File: src/rtl/frame_painter_if.sv
// Command and memory-write bundle between the game logic (master)
// and frame_painter (slave).
interface frame_painter_if #(
  parameter int ADDR_W = 16
);
  logic              cmd_valid;
  logic              cmd_ready;
  logic              cmd_op;
  logic [7:0]        cmd_x;
  logic [6:0]        cmd_y;
  logic [7:0]        cmd_w;
  logic [6:0]        cmd_h;
  logic [2:0]        cmd_code;
  logic [ADDR_W-1:0] wmemaddr;
  logic [2:0]        wmemdata;
  logic              wmemwe;
  logic              busy;
  logic              done;

  modport master (
    output cmd_valid, cmd_op, cmd_x, cmd_y, cmd_w, cmd_h, cmd_code,
    input  cmd_ready, wmemaddr, wmemdata, wmemwe, busy, done
  );

  modport slave (
    input  cmd_valid, cmd_op, cmd_x, cmd_y, cmd_w, cmd_h, cmd_code,
    output cmd_ready, wmemaddr, wmemdata, wmemwe, busy, done
  );
endinterface

File: src/rtl/frame_painter.sv
// Rectangle-fill / clear-screen writer for the 4x4-block pixel memory.
// Clips each command to the screen and writes one pixel per cycle, row-major.
module frame_painter #(
  parameter int PX_WIDTH  = 160,
  parameter int PX_HEIGHT = 120,
  parameter int ADDR_W    = 16
) (
  input logic             dclk,
  input logic             clr,
  frame_painter_if.slave  bus
);

  typedef enum logic [1:0] {IDLE, SETUP, FILL, DONE} state_t;

  localparam logic [8:0]        PXW9  = 9'(PX_WIDTH);
  localparam logic [7:0]        PXW8  = 8'(PX_WIDTH);
  localparam logic [7:0]        PXH8  = 8'(PX_HEIGHT);
  localparam logic [6:0]        PXH7  = 7'(PX_HEIGHT);
  localparam logic [ADDR_W-1:0] PXW_A = ADDR_W'(PX_WIDTH);

  state_t            state_q, state_d;
  logic [7:0]        x_q, x_d, w_q, w_d, col_q, col_d;
  logic [6:0]        y_q, y_d, h_q, h_d, row_q, row_d;
  logic [8:0]        xend_q, xend_d;
  logic [7:0]        yend_q, yend_d;
  logic [2:0]        code_q, code_d, data_q, data_d;
  logic [ADDR_W-1:0] row_base_q, row_base_d, addr_q, addr_d;
  logic              we_q, we_d;

  logic [8:0]        x_sum;
  logic [7:0]        y_sum;
  logic              empty;
  logic [ADDR_W-1:0] setup_base;
  logic              last_col, last_row;

  assign x_sum      = {1'b0, x_q} + {1'b0, w_q};
  assign y_sum      = {1'b0, y_q} + {1'b0, h_q};
  assign empty      = (w_q == 8'd0) || (h_q == 7'd0) ||
                      ({1'b0, x_q} >= PXW9) || ({1'b0, y_q} >= PXH8);
  assign setup_base = ADDR_W'(y_q) * PXW_A;
  assign last_col   = ({1'b0, col_q} == (xend_q - 9'd1));
  assign last_row   = ({1'b0, row_q} == (yend_q - 8'd1));

  always_ff @(posedge dclk or posedge clr) begin
    if (clr) begin
      state_q    <= IDLE;
      x_q        <= '0;
      y_q        <= '0;
      w_q        <= '0;
      h_q        <= '0;
      code_q     <= '0;
      xend_q     <= '0;
      yend_q     <= '0;
      col_q      <= '0;
      row_q      <= '0;
      row_base_q <= '0;
      addr_q     <= '0;
      data_q     <= '0;
      we_q       <= 1'b0;
    end else begin
      state_q    <= state_d;
      x_q        <= x_d;
      y_q        <= y_d;
      w_q        <= w_d;
      h_q        <= h_d;
      code_q     <= code_d;
      xend_q     <= xend_d;
      yend_q     <= yend_d;
      col_q      <= col_d;
      row_q      <= row_d;
      row_base_q <= row_base_d;
      addr_q     <= addr_d;
      data_q     <= data_d;
      we_q       <= we_d;
    end
  end

  // The output registers always hold the pixel at (col_q, row_q); each edge
  // in FILL loads the next pixel, so the address is ready one cycle early.
  always_comb begin
    state_d    = state_q;
    x_d        = x_q;
    y_d        = y_q;
    w_d        = w_q;
    h_d        = h_q;
    code_d     = code_q;
    xend_d     = xend_q;
    yend_d     = yend_q;
    col_d      = col_q;
    row_d      = row_q;
    row_base_d = row_base_q;
    addr_d     = addr_q;
    data_d     = data_q;
    we_d       = 1'b0;
    case (state_q)
      IDLE: begin
        if (bus.cmd_valid) begin
          if (bus.cmd_op) begin
            x_d = 8'd0;
            y_d = 7'd0;
            w_d = PXW8;
            h_d = PXH7;
          end else begin
            x_d = bus.cmd_x;
            y_d = bus.cmd_y;
            w_d = bus.cmd_w;
            h_d = bus.cmd_h;
          end
          code_d  = bus.cmd_code;
          state_d = SETUP;
        end
      end
      SETUP: begin
        xend_d = (x_sum > PXW9) ? PXW9 : x_sum;
        yend_d = (y_sum > PXH8) ? PXH8 : y_sum;
        if (empty) begin
          state_d = DONE;
        end else begin
          col_d      = x_q;
          row_d      = y_q;
          row_base_d = setup_base;
          addr_d     = setup_base + ADDR_W'(x_q);
          data_d     = code_q;
          we_d       = 1'b1;
          state_d    = FILL;
        end
      end
      FILL: begin
        we_d = 1'b1;
        if (last_col) begin
          if (last_row) begin
            we_d    = 1'b0;
            state_d = DONE;
          end else begin
            col_d      = x_q;
            row_d      = row_q + 7'd1;
            row_base_d = row_base_q + PXW_A;
            addr_d     = row_base_q + PXW_A + ADDR_W'(x_q);
          end
        end else begin
          col_d  = col_q + 8'd1;
          addr_d = addr_q + ADDR_W'(1);
        end
      end
      DONE: begin
        state_d = IDLE;
      end
      default: begin
        state_d = IDLE;
      end
    endcase
  end

  assign bus.cmd_ready = (state_q == IDLE);
  assign bus.busy      = (state_q != IDLE);
  assign bus.done      = (state_q == DONE);
  assign bus.wmemaddr  = addr_q;
  assign bus.wmemdata  = data_q;
  assign bus.wmemwe    = we_q;

endmodule
File: src/flat_wrapper.sv
// flat-port wrapper written by rule: the top's interface ports become plain ports
module frame_painter_flat 
#(
  parameter int PX_WIDTH  = 160,
  parameter int PX_HEIGHT = 120,
  parameter int ADDR_W    = 16
)
  (dclk, clr, bus_cmd_valid, bus_cmd_op, bus_cmd_x, bus_cmd_y, bus_cmd_w, bus_cmd_h, bus_cmd_code, bus_cmd_ready, bus_wmemaddr, bus_wmemdata, bus_wmemwe, bus_busy, bus_done);
  frame_painter_if #(.ADDR_W(ADDR_W)) bus_i ();
  input logic dclk;
  input logic clr;
  input wire logic [$bits(bus_i.cmd_valid)-1:0] bus_cmd_valid;
  input wire logic [$bits(bus_i.cmd_op)-1:0] bus_cmd_op;
  input wire logic [$bits(bus_i.cmd_x)-1:0] bus_cmd_x;
  input wire logic [$bits(bus_i.cmd_y)-1:0] bus_cmd_y;
  input wire logic [$bits(bus_i.cmd_w)-1:0] bus_cmd_w;
  input wire logic [$bits(bus_i.cmd_h)-1:0] bus_cmd_h;
  input wire logic [$bits(bus_i.cmd_code)-1:0] bus_cmd_code;
  output wire logic [$bits(bus_i.cmd_ready)-1:0] bus_cmd_ready;
  output wire logic [$bits(bus_i.wmemaddr)-1:0] bus_wmemaddr;
  output wire logic [$bits(bus_i.wmemdata)-1:0] bus_wmemdata;
  output wire logic [$bits(bus_i.wmemwe)-1:0] bus_wmemwe;
  output wire logic [$bits(bus_i.busy)-1:0] bus_busy;
  output wire logic [$bits(bus_i.done)-1:0] bus_done;
  assign bus_i.cmd_valid = bus_cmd_valid;
  assign bus_i.cmd_op = bus_cmd_op;
  assign bus_i.cmd_x = bus_cmd_x;
  assign bus_i.cmd_y = bus_cmd_y;
  assign bus_i.cmd_w = bus_cmd_w;
  assign bus_i.cmd_h = bus_cmd_h;
  assign bus_i.cmd_code = bus_cmd_code;
  assign bus_cmd_ready = bus_i.cmd_ready;
  assign bus_wmemaddr = bus_i.wmemaddr;
  assign bus_wmemdata = bus_i.wmemdata;
  assign bus_wmemwe = bus_i.wmemwe;
  assign bus_busy = bus_i.busy;
  assign bus_done = bus_i.done;
  frame_painter #(.PX_WIDTH(PX_WIDTH), .PX_HEIGHT(PX_HEIGHT), .ADDR_W(ADDR_W)) u_core (.dclk(dclk), .clr(clr), .bus(bus_i));
endmodule
File: config.mk
export PLATFORM = sky130hd
export DESIGN_NAME = frame_painter_flat
export DESIGN_NICKNAME = d
export VERILOG_FILES = /design/src/rtl/frame_painter_if.sv /design/src/rtl/frame_painter.sv /design/src/flat_wrapper.sv
export SDC_FILE = /design/constraint.sdc
export NUM_CORES = 1
export LEC_CHECK = 0
export ABC_AREA = 1
export BUFFER_PORTS_ARGS = -buffer_cell sky130_fd_sc_hd__buf_2
export CORE_MARGIN = 2
export CORE_UTILIZATION = 50
export CTS_CLUSTER_SIZE = 24
export DETAILED_ROUTE_END_ITERATION = 12
export PLACE_DENSITY = 0.67
export SKIP_LAST_GASP = 1
export SYNTH_ARGS = -nofsm -noshare
export SYNTH_HDL_FRONTEND = slang
export SYNTH_SLANG_ARGS = --single-unit
File: constraint.sdc
create_clock -name dclk -period 7.3 [get_ports dclk]
set_input_delay 0.365 -clock dclk [delete_from_list [all_inputs] [get_ports dclk]]
set_output_delay 0.365 -clock dclk [all_outputs]
set_load 0.05 [all_outputs]
==> impl_metrics.csv, run 1 <==
group,metric,value,unit
cells_and_area,final_layout_size_suffix_gt1_share,10.91,%
yosys,ys_seq_area_share,33.82,%
floorplan,initial_core_util,50.47,%
critical_path,cp_common_cell,"nand2_1",
power_and_ir_drop,netSwitchingPower,0.0002322,W
floorplan,num_io_pins,60,
critical_path,worstPathRequired,7.53,ns
yosys,synth_top_area_share,33.82,%
yosys,syn_nets,1124,
power_and_ir_drop,peakVddDrop,0.1199,mV
clock_network,cts_root_buffer,"clkbuf_16",
timing,fin_crit_sh,41.02,%
critical_path,r2r_start,"u_core.state_q[0]$_DFFE_PP0P_",
yosys,yosys.area.top_type,"dfrtp_1",
detailed_routing,ant_nets,0,
detailed_routing,num_vias,6532,
clock_network,cts_resized,0,
yosys,netlist_top_cells_area,"dfrtp_1 34%, nand2_1 18%, ha_1 7.1%, nand3_1 6.4%, inv_1 5.8%",
placed_design,hpwl,13.24,mm
clock_network,cts_setup_buffers,0,
power_and_ir_drop,p_clk_share,47.6,%
clock_network,clk_pin_slew,0.07,ns
cells_and_area,regArea,2452,um^2
cells_and_area,area_growth,9.852,%
power_and_ir_drop,power_frac_seq,50.1,%
critical_path,regToRegEndpoint,"u_core.row_base_q[9]$_DFFE_PP0P_",
hold_path,hold_path_class,"in -> async",
critical_path,cp.arrival,3.22,ns
timing,hold_viol_final,0,
clock_network,clk_path_buf_depth,2,
critical_path,setup.worst_path.start,"u_core.state_q[0]$_DFFE_PP0P_",
placed_design,place_congestion,0.8608,
floorplan,die_h,124.4,um
timing,grt_setup_unrepaired,"false",
timing,tns,0,ns
yosys,syn_avg_cell_area,6.960,um^2
timing,timing.final.ws_setup,4.305,ns
cells_and_area,fillers,1424,
run,drv_cap,0,
yosys,ys_async_sr_fraction,100.0,%
detailed_routing,avgRoutedWirePerCell,13.78,um
power_and_ir_drop,comb_power_share,2.3,%
floorplan,rows,44,
yosys,synth_seq_cells,98,
cells_and_area,multiInputGateArea,4212,um^2
detailed_routing,drc,0,
global_routing,grt_pass1_wl,29.15,mm
critical_path,rrSetupSlack,4.31,ns
timing,max_freq,333.9,MHz
power_and_ir_drop,leakagePower,4.172,nW
cells_and_area,final_cell_mix,"352 x nand2_1, 111 x inv_1, 98 x dfrtp_1",
clock_network,clock-sinks,98,
critical_path,reg2reg_depth,8,
placed_design,port_buffers,59,
cells_and_area,antennaDiodeCount,0,
power_and_ir_drop,power.density,135.9,nW/um^2
yosys,synth_area,7252,um^2
critical_path,worstPathMaxFanout,36,
timing,worstMarginPinSlew,0.8197,ns
placed_design,place_ws,4.324,ns
cells_and_area,fin_nets,1169,
yosys,synth_cell_type_count,41,
critical_path,max_stage_delay,0.64,ns
critical_path,crit_slowest_cell,"clkinv_1",
timing,slew_headroom,45.35,%
yosys,synth_warnings,0,
timing,drv_slew,0,
global_routing,grt_max_degree,66,
floorplan,die_area,15480,um^2
global_routing,gr-total-overflow,0,
timing,skew,0.007979,ns
clock_network,cts_buffers,9,
yosys,synth_edf_count,0,
critical_path,endpoint,"u_core.row_base_q[9]$_DFFE_PP0P_",
yosys,syn_inst,1042,
cells_and_area,final_common_cell,"nand2_1",
floorplan,die_w,124.4,um
critical_path,crit_type,"reg -> reg",
critical_path,start_kind,"flop",
timing,setup_viol,0,
yosys,synth_ff_type,"dfrtp_1",
global_routing,antenna_found_initial,0,
timing,hold_ws,0.02897,ns
global_routing,grt_pass1_vias,5976,
critical_path,end_kind,"flop",
clock_network,postCtsHoldBufs,0,
detailed_routing,drt_first_iter_violations,417,
power_and_ir_drop,p_int,0.0008506,W
clock_network,htree_levels,3,
detailed_routing,viasPerCell,5.123,
clock_network,cts_tree,"yes",
critical_path,worstPathCellList,"inv_1, ha_1, buf_4, clkinv_1, nand2_1, nand4_4, nand2_1, o21ai_2",
timing,post-route-min-period,2.995,ns
detailed_routing,totalWireLength,17.57,mm
detailed_routing,drt-pass1-iter-count,5,
floorplan,coreArea,14370,um^2
global_routing,grtUsageTotal,23.04,%
power_and_ir_drop,swShare,21.45,%
clock_network,clk-insertion-delay-late,0.36,ns
status,outcome,"completed",
-- sequential cells by signal, summed over array words and instances, names as in the netlist, 7 cells and up --
signal,flops
u_core.row_base_q,11
u_core.row_q,7
u_core.bus.wmemaddr,16
u_core.x_q,8
u_core.yend_q,8
u_core.y_q,7
u_core.w_q,8
u_core.h_q,7
u_core.col_q,8
u_core.xend_q,9
-- worst min path at each step --
stage | start | end | slack [ns] | depth (start not counted)
2_1_floorplan | u_core.col_q[6]$_DFFE_PP0P_ | u_core.col_q[6]$_DFFE_PP0P_ | 0.46 | 2
3_5_place_dp | clr | u_core.h_q[4]$_DFFE_PP0P_ | 0.43 | 2
4_1_cts | clr | u_core.h_q[4]$_DFFE_PP0P_ | 0.05 | 2
3_3_place_gp | clr | u_core.h_q[4]$_DFFE_PP0P_ | 0.42 | 2
5_1_grt | clr | u_core.h_q[4]$_DFFE_PP0P_ | 0.07 | 2
6_report | clr | u_core.h_q[4]$_DFFE_PP0P_ | 0.03 | 2
-- metrics by stage --
stage | instance area (um^2) | cells | util [%] | power [W]
after detailed placement | 7651 | 1260 | 53.25 | 0.0005795
final | 7966 | 1275 | 55.44 | 0.001083
after floorplan | 7252 | 1042 | - | 0.0005646
after global routing | 7966 | 1275 | 55.44 | 0.001119
after global placement | 7651 | 1260 | 53.25 | 0.0005793
after CTS | 7966 | 1275 | 55.44 | 0.001097
-- power by group through the flow --
stage / sequential [W] / clock [W] / combinational (W)
after floorplan: 0.000553 / 0 / 0.0000114
after global placement: 0.000553 / 0 / 0.0000262
after detailed placement: 0.000553 / 0 / 0.0000264
after CTS: 0.000543 / 0.000528 / 0.0000264
after global routing: 0.000542 / 0.000547 / 0.0000296
final: 0.000543 / 0.000515 / 0.0000252
-- critical path, delay by kind of cell (launching register included) --
| kind | cells | cell delay (ns) |
|---|---|---|
| compound gates | 1 | 0.07 |
| fa+ha+maj | 1 | 0.14 |
| buf+inv | 3 | 1.07 |
| flops | 1 | 0.44 |
| simple gates | 3 | 1.13 |
-- final cells by class --
type	instances	share of cell area (%)
clock buffer	9	2.827
clock inverter	6	1.131
inverter	116	5.513
multi-input combinational	800	52.87
sequential	98	30.78
tap	184	2.890
timing repair buffer	62	3.989
-- cell usage after synthesis, drive strengths merged, types with 2 or more instances --
cell type  number
nand2         358
inv           113
dfrtp          98
nand3          95
o21ai          95
nor2           84
ha             41
a21oi          33
xor2           23
xnor2          20
clkbuf         17
nand4          12
buf            11
nor3            9
or2             5
a31oi           4
fa              4
nand3b          4
clkinv          3
o21a            3
nor3b           2
nor4            2
o211ai          2
o21bai          2
-- cell families (layout without fill, tap and decap cells) --
| group | Yosys count | after routing | share of synthesized area, % |
|---|---|---|---|
| DFF | 98 | 98 | 33.82 |
| AOI/OAI and AO/OA | 141 | 141 | 11.04 |
| adders and majority gates | 45 | 45 | 8.178 |
| buffers and inverters | 144 | 193 | 8.109 |
| and+or+nand+nor | 571 | 571 | 33.56 |
| xor gates and xnor gates | 43 | 43 | 5.297 |
-- per-layer routing --
layer / GRT usage (%) / share of wire (%)
met2: 36.93 / 45
met3: 2.921 / 3.9
met4: 8.724 / 2.3
met1: 31.97 / 48
met5: 0 / 0
Note: power is estimated with default switching activity, not from simulation.
==> inputs of run 2 (changes only) <==
- clock period: 7.3 -> 2.9 ns (I/O delays scaled with it)
==> run 2 against run 1 <==
Effect of this change: design area grew 1.6%; clock skew fell by 0.0035 ns; cell count rose by 0.94%; critical endpoint is now u_core.row_q[0]$_DFFE_PP0P_; worst setup slack worse by 4.0 ns; largest power group unchanged; highest routed layer unchanged.
==> impl_metrics.csv, run 2 (synthesis results as in run 1) <==
group,metric,value,unit
placed_design,hpwl,13.12,mm
critical_path,max_stage_delay,0.40,ns
cells_and_area,final_cell_mix,"352 x nand2_1, 111 x inv_1, 98 x dfrtp_1",
power_and_ir_drop,p_clk_share,48.6,%
cells_and_area,multiInputGateArea,4212,um^2
cells_and_area,finish.utilization,56.32,%
cells_and_area,fin_nets,1180,
critical_path,start_kind,"flop",
placed_design,post_dp_cell_area,7724,um^2
detailed_routing,drt-pass1-iter-count,4,
cells_and_area,largest_reg_flops,16,
cells_and_area,final_common_cell,"nand2_1",
timing,skew,0.004474,ns
clock_network,cts_buffers,9,
critical_path,worstPathMaxFanout,36,
power_and_ir_drop,peakVddDrop,0.2869,mV
power_and_ir_drop,swShare,20.32,%
cells_and_area,regArea,2452,um^2
critical_path,cp.arrival,2.83,ns
global_routing,grtUsageTotal,23.27,%
floorplan,rows,44,
critical_path,crit_slowest_cell,"dfrtp_1",
power_and_ir_drop,leakagePower,4.242,nW
floorplan,coreArea,14370,um^2
critical_path,cp_common_cell,"nand2_1",
clock_network,htree_levels,3,
critical_path,path_delay_family,"simple AND/OR/NAND/NOR gates",
global_routing,use_met3,3.093,%
detailed_routing,avgRoutedWirePerCell,13.43,um
critical_path,end_kind,"flop",
power_and_ir_drop,netSwitchingPower,0.0005666,W
clock_network,clock-sinks,98,
detailed_routing,ant_nets,0,
cells_and_area,antennaDiodeCount,0,
cells_and_area,postLayoutCellArea,8093,um^2
clock_network,cts_resized,0,
detailed_routing,num_vias,6591,
run,drv_cap,0,
detailed_routing,drt_first_iter_violations,365,
global_routing,grt_busiest_layer,"met2",
global_routing,gr-usage-met2,37.32,%
global_routing,antenna_found_initial,0,
timing,slew_headroom,46.46,%
clock_network,clk_pin_slew,0.07,ns
cells_and_area,area_growth,11.59,%
placed_design,place_congestion,0.8689,
clock_network,postCtsHoldBufs,3,
critical_path,crit_type,"reg -> reg",
critical_path,worstPathCellList,"inv_2, ha_1, inv_1, nand2_1, nand2_1, nand2_1, nand2_1, nor2_1, nand3_2, nor2_4, nand2_4, nand2_4, nand4_4, buf_4, nand2_1, o21ai_2",
hold_path,hold_path_class,"in -> reg",
cells_and_area,fillers,1385,
clock_network,clk-insertion-delay-late,0.35,ns
timing,post-route-min-period,2.609,ns
critical_path,worstPathRequired,3.13,ns
critical_path,rrSetupSlack,0.29,ns
power_and_ir_drop,power_frac_seq,49.0,%
floorplan,die_area,15480,um^2
power_and_ir_drop,p_int,0.002222,W
clock_network,cts_tree,"yes",
clock_network,cts_root_buffer,"clkbuf_16",
timing,grt_setup_unrepaired,"false",
floorplan,num_io_pins,60,
status,outcome,"completed",
clock_network,clk_path_buf_depth,2,
critical_path,path_buf_inv,3,
detailed_routing,viasPerCell,5.121,
floorplan,initial_core_util,50.47,%
detailed_routing,drc,0,
clock_network,cts_setup_buffers,0,
timing,worstMarginPinSlew,0.8022,ns
timing,tns,0,ns
global_routing,gr-total-overflow,0,
timing,fin_crit_sh,89.98,%
global_routing,grt_pass1_wl,29.72,mm
timing,drv_slew,0,
detailed_routing,totalWireLength,17.28,mm
global_routing,grt_max_degree,69,
timing,setup_viol,0,
global_routing,grt_pass1_vias,6203,
placed_design,port_buffers,59,
power_and_ir_drop,comb_power_share,2.4,%
cells_and_area,final_layout_size_suffix_gt1_share,11.51,%
floorplan,die_h,124.4,um
floorplan,die_w,124.4,um
power_and_ir_drop,power.density,344.6,nW/um^2
timing,hold_viol_final,0,
timing,max_freq,383.2,MHz
global_routing,grtUsageMet1,32.78,%
[run 2: routing by layer]
| layer | vias up | part of all wire (%) |
|---|---|---|
| met1 | 2978 | 49 |
| met3 | 20 | 3.9 |
| met4 | 0 | 1.7 |
| li1 | 3459 | - |
| met2 | 134 | 45 |
| met5 | - | 0 |
[run 2: final timing paths]
kind | to | cells after the start | start
max | u_core.row_q[0]$_DFFE_PP0P_ | 16 | u_core.xend_q[0]$_DFFE_PP0P_
max reg2reg | u_core.row_q[0]$_DFFE_PP0P_ | 16 | u_core.xend_q[0]$_DFFE_PP0P_
min | u_core.code_q[2]$_DFFE_PP0P_ | 3 | bus_cmd_code[2]
max in group asynchronous | u_core.row_base_q[14]$_DFFE_PP0P_ | 4 | clr
min reg2reg | u_core.bus.wmemdata[2]$_DFFE_PP0P_ | 1 | u_core.bus.wmemdata[2]$_DFFE_PP0P_
min in group asynchronous | u_core.h_q[0]$_DFFE_PP0P_ | 3 | clr
[run 2: per-stage QoR]
step / std cells / total power [W] / hold slack (ns) / setup slack, ns
CTS: 1287 / 0.002813 / 0.006281 / 0.2744
floorplan: 1042 / 0.001421 / 0.2660 / 0.1929
global placement: 1268 / 0.001460 / 0.1684 / 0.3660
global route: 1287 / 0.002880 / 0.04829 / 0.02248
finish: 1287 / 0.002789 / 0.03174 / 0.2905
detailed placement: 1268 / 0.001461 / 0.1728 / 0.2883
[run 2: area by class of cell]
class	count	area share [%]
sequential	98	30.30
timing repair buffer	73	5.195
clock buffer	13	3.340
inverter	116	5.427
clock inverter	3	0.8503
tap	184	2.845
multi-input combinational	800	52.04
[run 2: power by group through the flow]
stage	combinational (W)	sequential, W	clock (W)
floorplan	0.0000287	0.00139	0
global placement	0.0000674	0.00139	0
detailed placement	0.0000682	0.00139	0
CTS	0.0000712	0.00137	0.00138
global route	0.0000806	0.00136	0.00143
finish	0.0000680	0.00137	0.00135
[run 2: tightest hold or removal path: cells and delay by family]
| kind | cells | cell delay [ns] |
|---|---|---|
| AND/OR/NAND/NOR | 1 | 0.05 |
| AO/OA/AOI/OAI | 1 | 0.07 |
| buffers and inverters | 1 | 0.08 |
